$ cat src/rtl/qspi_xip_reader_if.sv
// Fetch-side request/response bundle for qspi_xip_reader.
// master = fetch unit issuing reads, slave = the QSPI reader.
interface qspi_xip_reader_if;
    logic        start;
    logic [23:0] addr;
    logic [7:0]  len;
    logic        busy;
    logic [7:0]  rd_data;
    logic        rd_valid;
    logic        rd_ready;
    logic        err;

    modport master (
        output start, addr, len, rd_ready,
        input  busy, rd_data, rd_valid, err
    );

    modport slave (
        input  start, addr, len, rd_ready,
        output busy, rd_data, rd_valid, err
    );
endinterface

$ cat src/rtl/qspi_xip_reader.sv
// Quad-I/O continuous-read master for the 256 KB program flash.
// Frame: 6 address nibbles, 2 mode nibbles, DUMMY_NIBBLES dummy nibbles,
// then data nibbles (high half first) assembled into a valid/ready byte stream.
// Each nibble spends one clk in L (spi_clk_out=0) and one in H (spi_clk_out=1).
// Optional feature macro: QSPI_BOUNDS_CHECK_EN rejects requests outside the
// 256 KB array with a one-cycle err pulse; without it err is constant 0.
module qspi_xip_reader #(
    parameter logic [7:0]  MODE_BITS      = 8'hA0,
    parameter int unsigned DUMMY_NIBBLES  = 4,
    parameter int unsigned CS_IDLE_CYCLES = 2
) (
    input  logic                    clk,
    input  logic                    rstn,
    qspi_xip_reader_if.slave        fetch,
    output logic                    spi_clk_out,
    output logic                    spi_cs_n,
    output logic [3:0]              spi_data_out,
    output logic [3:0]              spi_data_oe,
    input  logic [3:0]              spi_data_in
);
    typedef enum logic [2:0] {
        S_IDLE, S_ADDR, S_MODE, S_DUMMY, S_DATA, S_HOLD
    } state_t;

    localparam logic [3:0] DUMMY_LAST = 4'(DUMMY_NIBBLES - 1);
    localparam logic [3:0] HOLD_LAST  = 4'(CS_IDLE_CYCLES - 1);

    state_t      state_q, state_d;
    logic        phase_q, phase_d;      // 0 = L half, 1 = H half of a nibble
    logic [3:0]  cnt_q, cnt_d;          // nibble index in phase / hold countdown
    logic [23:0] addr_q, addr_d;        // shifts left so [23:20] is the live nibble
    logic [8:0]  bytes_q, bytes_d;      // bytes still to capture (up to 256)
    logic [3:0]  hi_q, hi_d;            // captured high nibble of current byte
    logic [7:0]  rd_data_q, rd_data_d;
    logic        rd_valid_q, rd_valid_d;
    logic        err_q, err_d;
    logic        busy;
    logic        reject;

`ifdef QSPI_BOUNDS_CHECK_EN
    logic [24:0] end_addr;

    // Flag requests that reach outside the 256 KB array.
    always_comb begin
        end_addr = {1'b0, fetch.addr}
                 + ((fetch.len == 8'd0) ? 25'd256 : {17'd0, fetch.len});
        reject   = (fetch.addr[23:18] != 6'd0) || (end_addr > 25'h40000);
    end
`else
    assign reject = 1'b0;
`endif

    assign busy           = (state_q != S_IDLE) || rd_valid_q;
    assign fetch.busy     = busy;
    assign fetch.rd_data  = rd_data_q;
    assign fetch.rd_valid = rd_valid_q;
    assign fetch.err      = err_q;

    // State and datapath registers; reset aborts any burst immediately.
    always_ff @(posedge clk or negedge rstn) begin
        if (!rstn) begin
            state_q    <= S_IDLE;
            phase_q    <= 1'b0;
            cnt_q      <= 4'd0;
            addr_q     <= 24'd0;
            bytes_q    <= 9'd0;
            hi_q       <= 4'd0;
            rd_data_q  <= 8'd0;
            rd_valid_q <= 1'b0;
            err_q      <= 1'b0;
        end else begin
            state_q    <= state_d;
            phase_q    <= phase_d;
            cnt_q      <= cnt_d;
            addr_q     <= addr_d;
            bytes_q    <= bytes_d;
            hi_q       <= hi_d;
            rd_data_q  <= rd_data_d;
            rd_valid_q <= rd_valid_d;
            err_q      <= err_d;
        end
    end

    // Next-state: nibble sequencing, data capture and consumer backpressure.
    always_comb begin
        state_d    = state_q;
        phase_d    = phase_q;
        cnt_d      = cnt_q;
        addr_d     = addr_q;
        bytes_d    = bytes_q;
        hi_d       = hi_q;
        rd_data_d  = rd_data_q;
        rd_valid_d = rd_valid_q && !fetch.rd_ready;
        err_d      = 1'b0;
        case (state_q)
            S_IDLE: begin
                if (fetch.start && !busy) begin
                    if (reject) begin
                        err_d = 1'b1;
                    end else begin
                        state_d = S_ADDR;
                        phase_d = 1'b0;
                        cnt_d   = 4'd0;
                        addr_d  = fetch.addr;
                        bytes_d = (fetch.len == 8'd0) ? 9'd256 : {1'b0, fetch.len};
                    end
                end
            end
            S_HOLD: begin
                if (cnt_q == 4'd0) state_d = S_IDLE;
                else               cnt_d   = cnt_q - 4'd1;
            end
            default: begin
                if (!phase_q) begin
                    // L -> H: the flash nibble is sampled on this rising edge.
                    phase_d = 1'b1;
                    if (state_q == S_DATA) begin
                        if (!cnt_q[0]) begin
                            hi_d = spi_data_in;
                        end else begin
                            rd_data_d  = {hi_q, spi_data_in};
                            rd_valid_d = 1'b1;
                            bytes_d    = bytes_q - 9'd1;
                        end
                    end
                end else begin
                    // H -> L: advance to the next nibble; outputs change only here.
                    phase_d = 1'b0;
                    cnt_d   = cnt_q + 4'd1;
                    case (state_q)
                        S_ADDR: begin
                            addr_d = {addr_q[19:0], 4'h0};
                            if (cnt_q == 4'd5) begin
                                state_d = S_MODE;
                                cnt_d   = 4'd0;
                            end
                        end
                        S_MODE: begin
                            if (cnt_q == 4'd1) begin
                                state_d = S_DUMMY;
                                cnt_d   = 4'd0;
                            end
                        end
                        S_DUMMY: begin
                            if (cnt_q == DUMMY_LAST) begin
                                state_d = S_DATA;
                                cnt_d   = 4'd0;
                            end
                        end
                        default: begin
                            if (cnt_q[0]) begin
                                if (bytes_q == 9'd0) begin
                                    state_d = S_HOLD;
                                    cnt_d   = HOLD_LAST;
                                end else if (rd_valid_q && !fetch.rd_ready) begin
                                    // Previous byte not taken: park in H with clock high.
                                    phase_d = 1'b1;
                                    cnt_d   = cnt_q;
                                end
                            end
                        end
                    endcase
                end
            end
        endcase
    end

    // Pin outputs decoded from the registered state.
    always_comb begin
        spi_cs_n     = 1'b1;
        spi_clk_out  = 1'b0;
        spi_data_oe  = 4'h0;
        spi_data_out = 4'h0;
        case (state_q)
            S_ADDR: begin
                spi_cs_n     = 1'b0;
                spi_clk_out  = phase_q;
                spi_data_oe  = 4'hF;
                spi_data_out = addr_q[23:20];
            end
            S_MODE: begin
                spi_cs_n     = 1'b0;
                spi_clk_out  = phase_q;
                spi_data_oe  = 4'hF;
                spi_data_out = cnt_q[0] ? MODE_BITS[3:0] : MODE_BITS[7:4];
            end
            S_DUMMY, S_DATA: begin
                spi_cs_n    = 1'b0;
                spi_clk_out = phase_q;
            end
            default: begin
            end
        endcase
    end
endmodule

$ cat src/flat_wrapper.sv
// flat-port wrapper written by rule: the top's interface ports become plain ports
module qspi_xip_reader_flat 
#(
    parameter logic [7:0]  MODE_BITS      = 8'hA0,
    parameter int unsigned DUMMY_NIBBLES  = 4,
    parameter int unsigned CS_IDLE_CYCLES = 2
)
  (clk, rstn, spi_clk_out, spi_cs_n, spi_data_out, spi_data_oe, spi_data_in, fetch_start, fetch_addr, fetch_len, fetch_rd_ready, fetch_busy, fetch_rd_data, fetch_rd_valid, fetch_err);
  qspi_xip_reader_if fetch_i ();
  input  logic clk;
  input  logic rstn;
  output logic spi_clk_out;
  output logic spi_cs_n;
  output logic [3:0] spi_data_out;
  output logic [3:0] spi_data_oe;
  input  logic [3:0] spi_data_in;
  input wire logic [$bits(fetch_i.start)-1:0] fetch_start;
  input wire logic [$bits(fetch_i.addr)-1:0] fetch_addr;
  input wire logic [$bits(fetch_i.len)-1:0] fetch_len;
  input wire logic [$bits(fetch_i.rd_ready)-1:0] fetch_rd_ready;
  output wire logic [$bits(fetch_i.busy)-1:0] fetch_busy;
  output wire logic [$bits(fetch_i.rd_data)-1:0] fetch_rd_data;
  output wire logic [$bits(fetch_i.rd_valid)-1:0] fetch_rd_valid;
  output wire logic [$bits(fetch_i.err)-1:0] fetch_err;
  assign fetch_i.start = fetch_start;
  assign fetch_i.addr = fetch_addr;
  assign fetch_i.len = fetch_len;
  assign fetch_i.rd_ready = fetch_rd_ready;
  assign fetch_busy = fetch_i.busy;
  assign fetch_rd_data = fetch_i.rd_data;
  assign fetch_rd_valid = fetch_i.rd_valid;
  assign fetch_err = fetch_i.err;
  qspi_xip_reader #(.MODE_BITS(MODE_BITS), .DUMMY_NIBBLES(DUMMY_NIBBLES), .CS_IDLE_CYCLES(CS_IDLE_CYCLES)) u_core (.clk(clk), .rstn(rstn), .fetch(fetch_i), .spi_clk_out(spi_clk_out), .spi_cs_n(spi_cs_n), .spi_data_out(spi_data_out), .spi_data_oe(spi_data_oe), .spi_data_in(spi_data_in));
endmodule
$ cat config.mk
export PLATFORM = sky130hd
export DESIGN_NAME = qspi_xip_reader_flat
export DESIGN_NICKNAME = d
export VERILOG_FILES = /design/src/rtl/qspi_xip_reader_if.sv /design/src/rtl/qspi_xip_reader.sv /design/src/flat_wrapper.sv
export SDC_FILE = /design/constraint.sdc
export NUM_CORES = 1
export LEC_CHECK = 0
export CAP_MARGIN = 40
export CORE_ASPECT_RATIO = 1.4
export CORE_UTILIZATION = 55
export DETAILED_ROUTE_END_ITERATION = 8
export PLACE_DENSITY = 0.9
export SKIP_LAST_GASP = 1
export SLEW_MARGIN = 30
export SYNTH_ARGS = -nofsm -noshare
export SYNTH_HDL_FRONTEND = slang
export SYNTH_SLANG_ARGS = --single-unit
$ cat constraint.sdc
create_clock -name clk -period 3.5 [get_ports clk]
set_clock_uncertainty 0.15 [all_clocks]
set_input_delay 0.35 -clock clk [delete_from_list [all_inputs] [get_ports clk]]
set_output_delay 0.35 -clock clk [all_outputs]
set_load 0.005 [all_outputs]
==> results of run 1 <==
==> what timing repair did <==
action	CTS	global route
hold buffers	1	0
setup buffers	0	0
hold endpoints to repair	19	0
==> per-layer routing <==
layer,global-route usage (%),share of wire [%],vias to the layer above
li1,-,-,1232
met1,30.6,40,1249
met2,48.4,55,78
met3,3.54,3.1,16
met4,11.3,2.3,0
met5,0,0,-
==> cell type report <==
| cell class | instances | share of cell area, % |
|---|---|---|
| Clock buffer | 5 | 1.84 |
| Clock inverter | 3 | 1.30 |
| Inverter | 7 | 0.701 |
| Multi-Input combinational cell | 234 | 40.2 |
| Sequential cell | 54 | 36.1 |
| Tap cell | 66 | 2.20 |
| Timing Repair Buffer | 66 | 17.6 |
==> power breakdown <==
group          leakage [nW]  switching, mW  internal [mW]
clock                0.0563          0.210          0.218
sequential            0.677          0.267          0.882
combinational         0.927          0.645          0.674
==> cells by family (layout without fill, tap and decap cells) <==
| logic type | Yosys count | after routing | synth area share (%) |
|---|---|---|---|
| buffers and inverters | 30 | 81 | 5.39 |
| AOI/OAI and AO/OA | 89 | 89 | 17.5 |
| xor gates and xnor gates | 1 | 1 | 0.290 |
| muxes | 34 | 34 | 11.8 |
| DFF | 54 | 54 | 44.8 |
| adders and majority gates | 5 | 5 | 2.07 |
| and+or+nand+nor | 104 | 104 | 18.0 |
| other | 1 | 1 | 0.124 |
==> Yosys cell counts (3+ instances only) <==
cell	instances	share of area (%)
sky130_fd_sc_hd__dfrtp_1	54	45
sky130_fd_sc_hd__o21ai_0	42	7.0
sky130_fd_sc_hd__nand2_1	34	4.2
sky130_fd_sc_hd__mux2i_1	22	7.3
sky130_fd_sc_hd__nor2_1	22	2.7
sky130_fd_sc_hd__a21oi_1	19	3.2
sky130_fd_sc_hd__mux2_2	12	4.5
sky130_fd_sc_hd__clkbuf_1	10	1.2
sky130_fd_sc_hd__nor3_1	7	1.2
sky130_fd_sc_hd__inv_1	6	0.75
sky130_fd_sc_hd__nand3_1	6	1.0
sky130_fd_sc_hd__buf_2	5	0.83
sky130_fd_sc_hd__ha_1	5	2.1
sky130_fd_sc_hd__a22o_1	4	1.2
sky130_fd_sc_hd__buf_4	4	1.0
sky130_fd_sc_hd__nand2b_1	4	0.83
sky130_fd_sc_hd__nor3b_1	4	1.0
sky130_fd_sc_hd__and2_1	3	0.62
sky130_fd_sc_hd__nor4_1	3	0.62
sky130_fd_sc_hd__o31ai_1	3	0.75
sky130_fd_sc_hd__or3_1	3	0.62
==> placed cells by master (no fill, tap or decap), types with 6 or more instances in the layout <==
master                            instances
sky130_fd_sc_hd__nand2_1                 34
sky130_fd_sc_hd__mux2i_1                 22
sky130_fd_sc_hd__a21oi_1                 19
sky130_fd_sc_hd__nor2_1                  22
sky130_fd_sc_hd__mux2_2                  12
sky130_fd_sc_hd__nand3_1                  6
sky130_fd_sc_hd__o21ai_0                 42
sky130_fd_sc_hd__dfrtp_1                 54
sky130_fd_sc_hd__nor3_1                   6
sky130_fd_sc_hd__inv_1                    6
sky130_fd_sc_hd__clkdlybuf4s50_1         58
==> registers in the layout, summed over array words and instances (netlist names), named ones only <==
signal / cells
u_core.addr_q: 24
u_core.bytes_q: 9
u_core.fetch.rd_data: 8
u_core.hi_q: 4
u_core.cnt_q: 3
u_core.state_q: 3
u_core.fetch.rd_valid: 1
u_core.phase_q: 1
==> per-stage QoR <==
step | instance area [um2] | worst slack, ns | total power [mW] | util [%] | cells
after floorplan | 3020 | 1.17 | 2.02 | - | 318
after global placement | 3590 | 1.02 | 2.39 | 68.6 | 425
after detailed placement | 3620 | 0.973 | 2.46 | 69.1 | 426
after CTS | 3750 | 0.733 | 2.90 | 71.5 | 435
after global routing | 3750 | 0.587 | 3.13 | 71.5 | 435
final | 3750 | 0.745 | 2.90 | 71.5 | 435
==> worst reg2reg max path, cell delays in order (launching register included) <==
cell                       delay [ns]
sky130_fd_sc_hd__dfrtp_1         0.51
sky130_fd_sc_hd__inv_1           0.27
sky130_fd_sc_hd__ha_1            0.18
sky130_fd_sc_hd__or3b_2          0.46
sky130_fd_sc_hd__a22oi_1         0.16
sky130_fd_sc_hd__o21bai_1        0.15
sky130_fd_sc_hd__or4_1           0.54
sky130_fd_sc_hd__nand2_1         0.08
==> how the worst max path moves through the flow <==
stage / cells past startpoint / end / startpoint / slack (ns)
floorplan: 8 / u_core.state_q[0] / u_core.cnt_q[0] / 1.17
global placement: 7 / u_core.state_q[0] / u_core.cnt_q[0] / 1.02
detailed placement: 6 / u_core.cnt_q[3] / fetch_start / 0.97
CTS: 3 / spi_data_oe[1] / u_core.state_q[0] / 0.73
global route: 3 / spi_data_oe[1] / u_core.state_q[0] / 0.59
finish: 3 / spi_data_oe[1] / u_core.state_q[0] / 0.74
==> qor.json, run 1 <==
{
  "synthesis": {
    "synth_cell_types": 55,
    "synth_enable_flop_cells": 0,
    "ys.warnings.count": 0,
    "synth_seq_area_share_pct": 44.8,
    "synth.cell_area_mm2": 0.00302,
    "synth.ff_latch_count": 54,
    "async_reset_ff_share_pct": 100,
    "per_instance_average_area_after_synthesis_um2": 9.49,
    "synthesized_instance_count": 318,
    "yosys_most_used_dff": "sky130_fd_sc_hd__dfrtp_1",
    "synth_fp_nets": 363
  },
  "route": {
    "vias": 2575,
    "drt-wirelength-per-cell_um": 15.7,
    "drc": 0,
    "detail_route.first_pass.iterations": 4,
    "ant_nets": 0,
    "detail_route.wirelength_um": 6840,
    "via_density_per_instance": 5.92,
    "dr.first_iter.drc_count": 132
  },
  "floorplanning": {
    "die_w_um": 64.6,
    "initial_utilization_pct": 57.6,
    "core_region_area_mm2": 0.00524,
    "die-height_um": 89.6,
    "core.rowCount": 31,
    "io_pins": 61,
    "die_area_mm2": 0.00579
  },
  "setup_path": {
    "critPathTopFamily": "flip-flops",
    "crit_path_cell_trace": "or2b_2, a21oi_1, clkdlybuf4s50_1",
    "critical_path_class": "reg2out",
    "critPathLaunchType": "register",
    "critPathMaxFanout": 19,
    "register_to_register_path_depth": 7,
    "timing.rr.end": "u_core.state_q[0]",
    "setup.reg_to_reg.worst_slack_ns": 0.94,
    "crit_slowest_cell": "sky130_fd_sc_hd__dfrtp_1",
    "r2r-start": "u_core.cnt_q[0]",
    "worstPathBufferInverterCount": 1,
    "data_arrival_time_of_the_critical_path_ns": 2.26,
    "slowest_delay_ns": 0.71,
    "worst-endpoint-required_ns": 3.00,
    "timing.critical_path.to_type": "output port"
  },
  "power": {
    "leakagePower_nw": 1.66,
    "power_density_mw_per_mm2": 773,
    "peak_supply_drop_mv": 0.478
  },
  "clock_network": {
    "cts_root_buffer": "sky130_fd_sc_hd__clkbuf_8",
    "ctsHtreeMaxLevel": 2,
    "clkLatencyLatePin_ns": 0.31,
    "cts-resized-gates": 0,
    "cts_tree": "yes",
    "cts-buffers-inserted": 5,
    "clk_transition_reported_paths_ns": 0.10,
    "cts-root-to-sink-buffers": 2,
    "clock-sinks": 54
  },
  "placed_design": {
    "hpwl_um": 4930,
    "gpl.final_weighted_congestion": 0.950,
    "place.port_buffers": 59
  },
  "min_path": {
    "hold_path_end": "u_core.addr_q[5]",
    "holdPathStages": 2,
    "timing.hold.worst.class": "reg2reg",
    "hold_start": "u_core.addr_q[5]"
  },
  "global_route": {
    "grt_max_degree": 37,
    "antenna_found_initial": 0,
    "grt_pass1_vias": 2549,
    "overflow": 0,
    "global_route_usage_over_all_layers_pct": 26.3,
    "grt_pass1_wl_um": 11600
  },
  "sta": {
    "fin_crit_sh_pct": 78.7,
    "number_of_failing_setup_endpoints_in_the_final_timing_report": 0,
    "hold_violations": 0,
    "worst_slew_pin_slew_ns": 0.692,
    "relSlewSlack_pct": 53.9,
    "slew_viol_final": 0,
    "setup_total_negative_slack_ns": 0,
    "achievable-frequency_ghz": 0.363,
    "layout_min_cycle_time_ns": 2.76,
    "final_hold_slack_ns": 0.338,
    "rsz0062_at_grt": "no"
  },
  "final_layout": {
    "nets": 413,
    "area_growth_pct": 24.2,
    "multi_input_area_mm2": 0.00151,
    "seq_area_mm2": 0.00135,
    "drive_above_1_share_pct": 10.0,
    "n_fill_cell": 408,
    "insertedDiodeCount": 0
  },
  "job": {
    "timing.max_cap.violations": 0
  },
  "run_status": {
    "run_status": "finished, final reports clean"
  }
}
(Power assumes the default switching activity.)
==> run 2, diff against run 1 <==
--- a/config.mk
+++ b/config.mk
@@ -7,9 +7,9 @@
 export LEC_CHECK = 0
 export CAP_MARGIN = 40
 export CORE_ASPECT_RATIO = 1.4
-export CORE_UTILIZATION = 55
+export CORE_UTILIZATION = 52
 export DETAILED_ROUTE_END_ITERATION = 8
-export PLACE_DENSITY = 0.9
+export PLACE_DENSITY = 0.86
 export SKIP_LAST_GASP = 1
 export SLEW_MARGIN = 30
 export SYNTH_ARGS = -nofsm -noshare
==> constraint.sdc (replaced) <==
create_clock -name clk -period 2.7 [get_ports clk]
set_clock_uncertainty 0.15 [all_clocks]
set_input_delay 0.27 -clock clk [delete_from_list [all_inputs] [get_ports clk]]
set_output_delay 0.27 -clock clk [all_outputs]
set_load 0.005 [all_outputs]
==> run 2 against run 1 <==
  * Total power grew 29%
  * Global-route usage is 0.92 points lower
  * Final cell count rose by 1.6%
  * Clock power rose by 12%
  * Sequential power up 29%
  * Largest cell class unchanged
  * Highest routed layer unchanged
==> qor.json, run 2 (synthesis results as in run 1) <==
{
  "final_layout": {
    "insertedDiodeCount": {"value": 0, "change": "unchanged"},
    "nets": {"value": 418, "change": "was 413"},
    "final_util": {"value": 67.6, "unit": "%", "change": "was 71.5%"},
    "n_fill_cell": {"value": 457, "change": "was 408"},
    "layout_commonest_cell": {"value": "sky130_fd_sc_hd__clkdlybuf4s50_1", "change": "unchanged"},
    "most_used_cells_in_the_layout_excluding_fill_and_tap_cells": {"value": "58 x sky130_fd_sc_hd__clkdlybuf4s50_1, 52 x sky130_fd_sc_hd__dfrtp_1, 42 x sky130_fd_sc_hd__o21ai_0", "change": "was 58 x sky130_fd_sc_hd__clkdlybuf4s50_1, 54 x sky130_fd_sc_hd__dfrtp_1, 42 x sky130_fd_sc_hd__o21ai_0"},
    "area_growth": {"value": 24.7, "unit": "%", "change": "was 24.2%"},
    "number_of_flip_flops_in_the_largest_register": {"value": 24, "change": "unchanged"},
    "drive_above_1_share": {"value": 11.8, "unit": "%", "change": "was 10.0%"},
    "layoutNonFillerInstCount": {"value": 442, "change": "was 435"},
    "largest-register": {"value": "u_core.addr_q", "change": "unchanged"}
  },
  "setup_path": {
    "slowest_delay": {"value": 0.56, "unit": "ns", "change": "was 0.71 ns"},
    "crit_cells": {"value": 4, "change": "was 3"},
    "critPathLaunchType": {"value": "register", "change": "unchanged"},
    "setup.reg_to_reg.worst_slack": {"value": 0.17, "unit": "ns", "change": "was 0.94 ns"},
    "timing.critical_path.to_type": {"value": "output port", "change": "unchanged"},
    "critPathMaxFanout": {"value": 13, "change": "was 19"},
    "worstPathBufferInverterCount": {"value": 2, "change": "was 1"},
    "data_arrival_time_of_the_critical_path": {"value": 2.16, "unit": "ns", "change": "was 2.26 ns"},
    "crit_slowest_cell": {"value": "sky130_fd_sc_hd__dfrtp_1", "change": "unchanged"},
    "critPathTopFamily": {"value": "buffers and inverters", "change": "was flip-flops"},
    "critical_path_class": {"value": "reg2out", "change": "unchanged"},
    "crit_path_cell_trace": {"value": "buf_4, or3_1, and3_1, clkdlybuf4s50_1", "change": "was or2b_2, a21oi_1, clkdlybuf4s50_1"},
    "worst-endpoint-required": {"value": 2.28, "unit": "ns", "change": "was 3.00 ns"},
    "timing.rr.end": {"value": "u_core.cnt_q[2]", "change": "was u_core.state_q[0]"},
    "register_to_register_path_depth": {"value": 7, "change": "unchanged"},
    "r2r-start": {"value": "u_core.bytes_q[0]", "change": "was u_core.cnt_q[0]"}
  },
  "route": {
    "dr.first_iter.drc_count": {"value": 130, "change": "was 132"},
    "via_density_per_instance": {"value": 5.84, "change": "was 5.92"},
    "drt-wirelength-per-cell": {"value": 15.7, "unit": "um", "change": "about the same"},
    "vias": {"value": 2582, "change": "was 2575"},
    "ant_nets": {"value": 0, "change": "unchanged"},
    "drc": {"value": 0, "change": "unchanged"},
    "detail_route.first_pass.iterations": {"value": 4, "change": "unchanged"},
    "detail_route.wirelength": {"value": 6950, "unit": "um", "change": "was 6840 um"}
  },
  "floorplanning": {
    "die_w": {"value": 66.4, "unit": "um", "change": "was 64.6 um"},
    "core_region_area": {"value": 0.00557, "unit": "mm2", "change": "was 0.00524 mm2"},
    "io_pins": {"value": 61, "change": "unchanged"},
    "core.rowCount": {"value": 32, "change": "was 31"},
    "initial_utilization": {"value": 54.2, "unit": "%", "change": "was 57.6%"},
    "die-height": {"value": 92.1, "unit": "um", "change": "was 89.6 um"},
    "die_area": {"value": 0.00611, "unit": "mm2", "change": "was 0.00579 mm2"}
  },
  "run_status": {
    "run_status": {"value": "finished, final reports clean", "change": "unchanged"}
  },
  "clock_network": {
    "clk_transition_reported_paths": {"value": 0.10, "unit": "ns", "change": "about the same"},
    "cts-root-to-sink-buffers": {"value": 2, "change": "unchanged"},
    "cts-buffers-inserted": {"value": 5, "change": "unchanged"},
    "cts_tree": {"value": "yes", "change": "unchanged"},
    "cts.repair_timing.setup_buffer_count": {"value": 0, "change": "unchanged"},
    "cts_root_buffer": {"value": "sky130_fd_sc_hd__clkbuf_8", "change": "unchanged"},
    "ctsHtreeMaxLevel": {"value": 2, "change": "unchanged"},
    "clock-sinks": {"value": 54, "change": "unchanged"},
    "clkLatencyLatePin": {"value": 0.31, "unit": "ns", "change": "about the same"}
  },
  "power": {
    "power_density": {"value": 993, "unit": "mW/mm2", "change": "was 773 mW/mm2"},
    "leakagePower": {"value": 1.67, "unit": "nW", "change": "was 1.66 nW"},
    "clockPowerShare": {"value": 12.8, "unit": "%", "change": "was 14.8%"},
    "pwr-share-comb": {"value": 47.4, "unit": "%", "change": "was 45.6%"},
    "power_report.internal_total": {"value": 2.25, "unit": "mW", "change": "was 1.77 mW"},
    "peak_supply_drop": {"value": 0.580, "unit": "mV", "change": "was 0.478 mV"},
    "power.switching": {"value": 1.49, "unit": "mW", "change": "was 1.12 mW"},
    "power.switching_fraction": {"value": 39.8, "unit": "%", "change": "was 38.7%"},
    "power.share.sequential": {"value": 39.7, "unit": "%", "change": "about the same"}
  },
  "global_route": {
    "overflow": {"value": 0, "change": "unchanged"},
    "antenna_found_initial": {"value": 0, "change": "unchanged"},
    "grt_pass1_wl": {"value": 12000, "unit": "um", "change": "was 11600 um"},
    "global_route_usage_over_all_layers": {"value": 25.4, "unit": "%", "change": "was 26.3%"},
    "grt_pass1_vias": {"value": 2562, "change": "was 2549"},
    "grt_max_degree": {"value": 45, "change": "was 37"}
  },
  "sta": {
    "worst_slew_pin_slew": {"value": 0.625, "unit": "ns", "change": "was 0.692 ns"},
    "achievable-frequency_ghz": 0.388,
    "slew_viol_final": {"value": 0, "change": "unchanged"},
    "rsz0062_at_grt": {"value": "yes", "change": "was no"},
    "fin_crit_sh_pct": 95.5,
    "number_of_failing_setup_endpoints_in_the_final_timing_report": {"value": 0, "change": "unchanged"},
    "relSlewSlack": {"value": 58.0, "unit": "%", "change": "was 53.9%"},
    "final_hold_slack": {"value": 0.339, "unit": "ns", "change": "was 0.338 ns"},
    "setup_total_negative_slack": {"value": 0, "unit": "ns", "change": "unchanged"},
    "layout_min_cycle_time_ns": 2.58,
    "hold_violations": {"value": 0, "change": "unchanged"}
  },
  "job": {
    "timing.max_cap.violations": {"value": 0, "change": "unchanged"}
  },
  "placed_design": {
    "gpl.final_weighted_congestion": {"value": 0.873, "change": "was 0.950"},
    "hpwl": {"value": 5150, "unit": "um", "change": "was 4930 um"},
    "dp_cells": {"value": 433, "change": "was 426"},
    "place.port_buffers": {"value": 59, "change": "unchanged"}
  },
  "min_path": {
    "timing.hold.worst.class": {"value": "in2async", "change": "was reg2reg"}
  }
}
-- run 2: cell count changes in the layout (fill, tap and decap cells not counted) --
cell                         before  now
sky130_fd_sc_hd__a2111oi_0        2    1
sky130_fd_sc_hd__a2111oi_1        0    1
sky130_fd_sc_hd__buf_12           0    1
sky130_fd_sc_hd__buf_16           1    0
sky130_fd_sc_hd__buf_4            5   10
sky130_fd_sc_hd__bufinv_16        1    0
sky130_fd_sc_hd__clkinv_4         0    2
sky130_fd_sc_hd__clkinvlp_4       1    0
sky130_fd_sc_hd__dfrtp_1         54   52
sky130_fd_sc_hd__dfrtp_2          0    2
-- run 2: per-layer routing --
layer / track usage [%] / share of wire [%] / vias to the layer above
li1: - / - / 1241
met1: 32.2 / 39 / 1245
met2: 43.2 / 54 / 83
met3: 3.98 / 4.7 / 13
met4: 8.33 / 2.2 / 0
met5: 0 / 0 / -
-- run 2: through the flow --
step | area [um2] | power (mW) | setup WS [ns]
finish | 3760 | 3.74 | 0.122
global route | 3760 | 4.04 | -0.0529
CTS | 3760 | 3.74 | 0.0745
detailed placement | 3650 | 3.24 | 0.194
global placement | 3640 | 3.16 | 0.222
floorplan | 3020 | 2.62 | 0.375
-- run 2: area by class of cell --
cell class	instances	area (um2)	area share, %
Multi-Input combinational cell	234	1510	40.1
Tap cell	68	85.1	2.26
Clock buffer	5	68.8	1.83
Sequential cell	54	1350	36.0
Timing Repair Buffer	71	691	18.4
Clock inverter	3	28.8	0.765
Inverter	7	26.3	0.698
-- run 2: worst max path at each step --
stage	endpoint	startpoint	slack [ns]
after floorplan	u_core.state_q[0]	u_core.cnt_q[0]	0.37
after global placement	register	u_core.bytes_q[0]	0.22
after detailed placement	register	u_core.bytes_q[0]	0.19
after CTS	spi_data_oe[1]	u_core.state_q[1]	0.07
after global routing	u_core.cnt_q[2]	u_core.bytes_q[0]	-0.05
final	spi_clk_out	u_core.state_q[2]	0.12
-- run 2: power groups by stage --
stage / logic, mW / registers (mW) / clock network (mW)
after floorplan: 1.28 / 1.34 / 0
after global placement: 1.70 / 1.46 / 0
after detailed placement: 1.76 / 1.49 / 0
after CTS: 1.77 / 1.47 / 0.498
after global routing: 1.99 / 1.53 / 0.526
final: 1.77 / 1.48 / 0.479
-- run 2: timing repair --
action	4_1_cts	5_1_grt
hold endpoints to repair	25	0
resized for setup	1	2
endpoints found under the setup margin	4	5
hold buffers	1	0
pin swaps	0	0
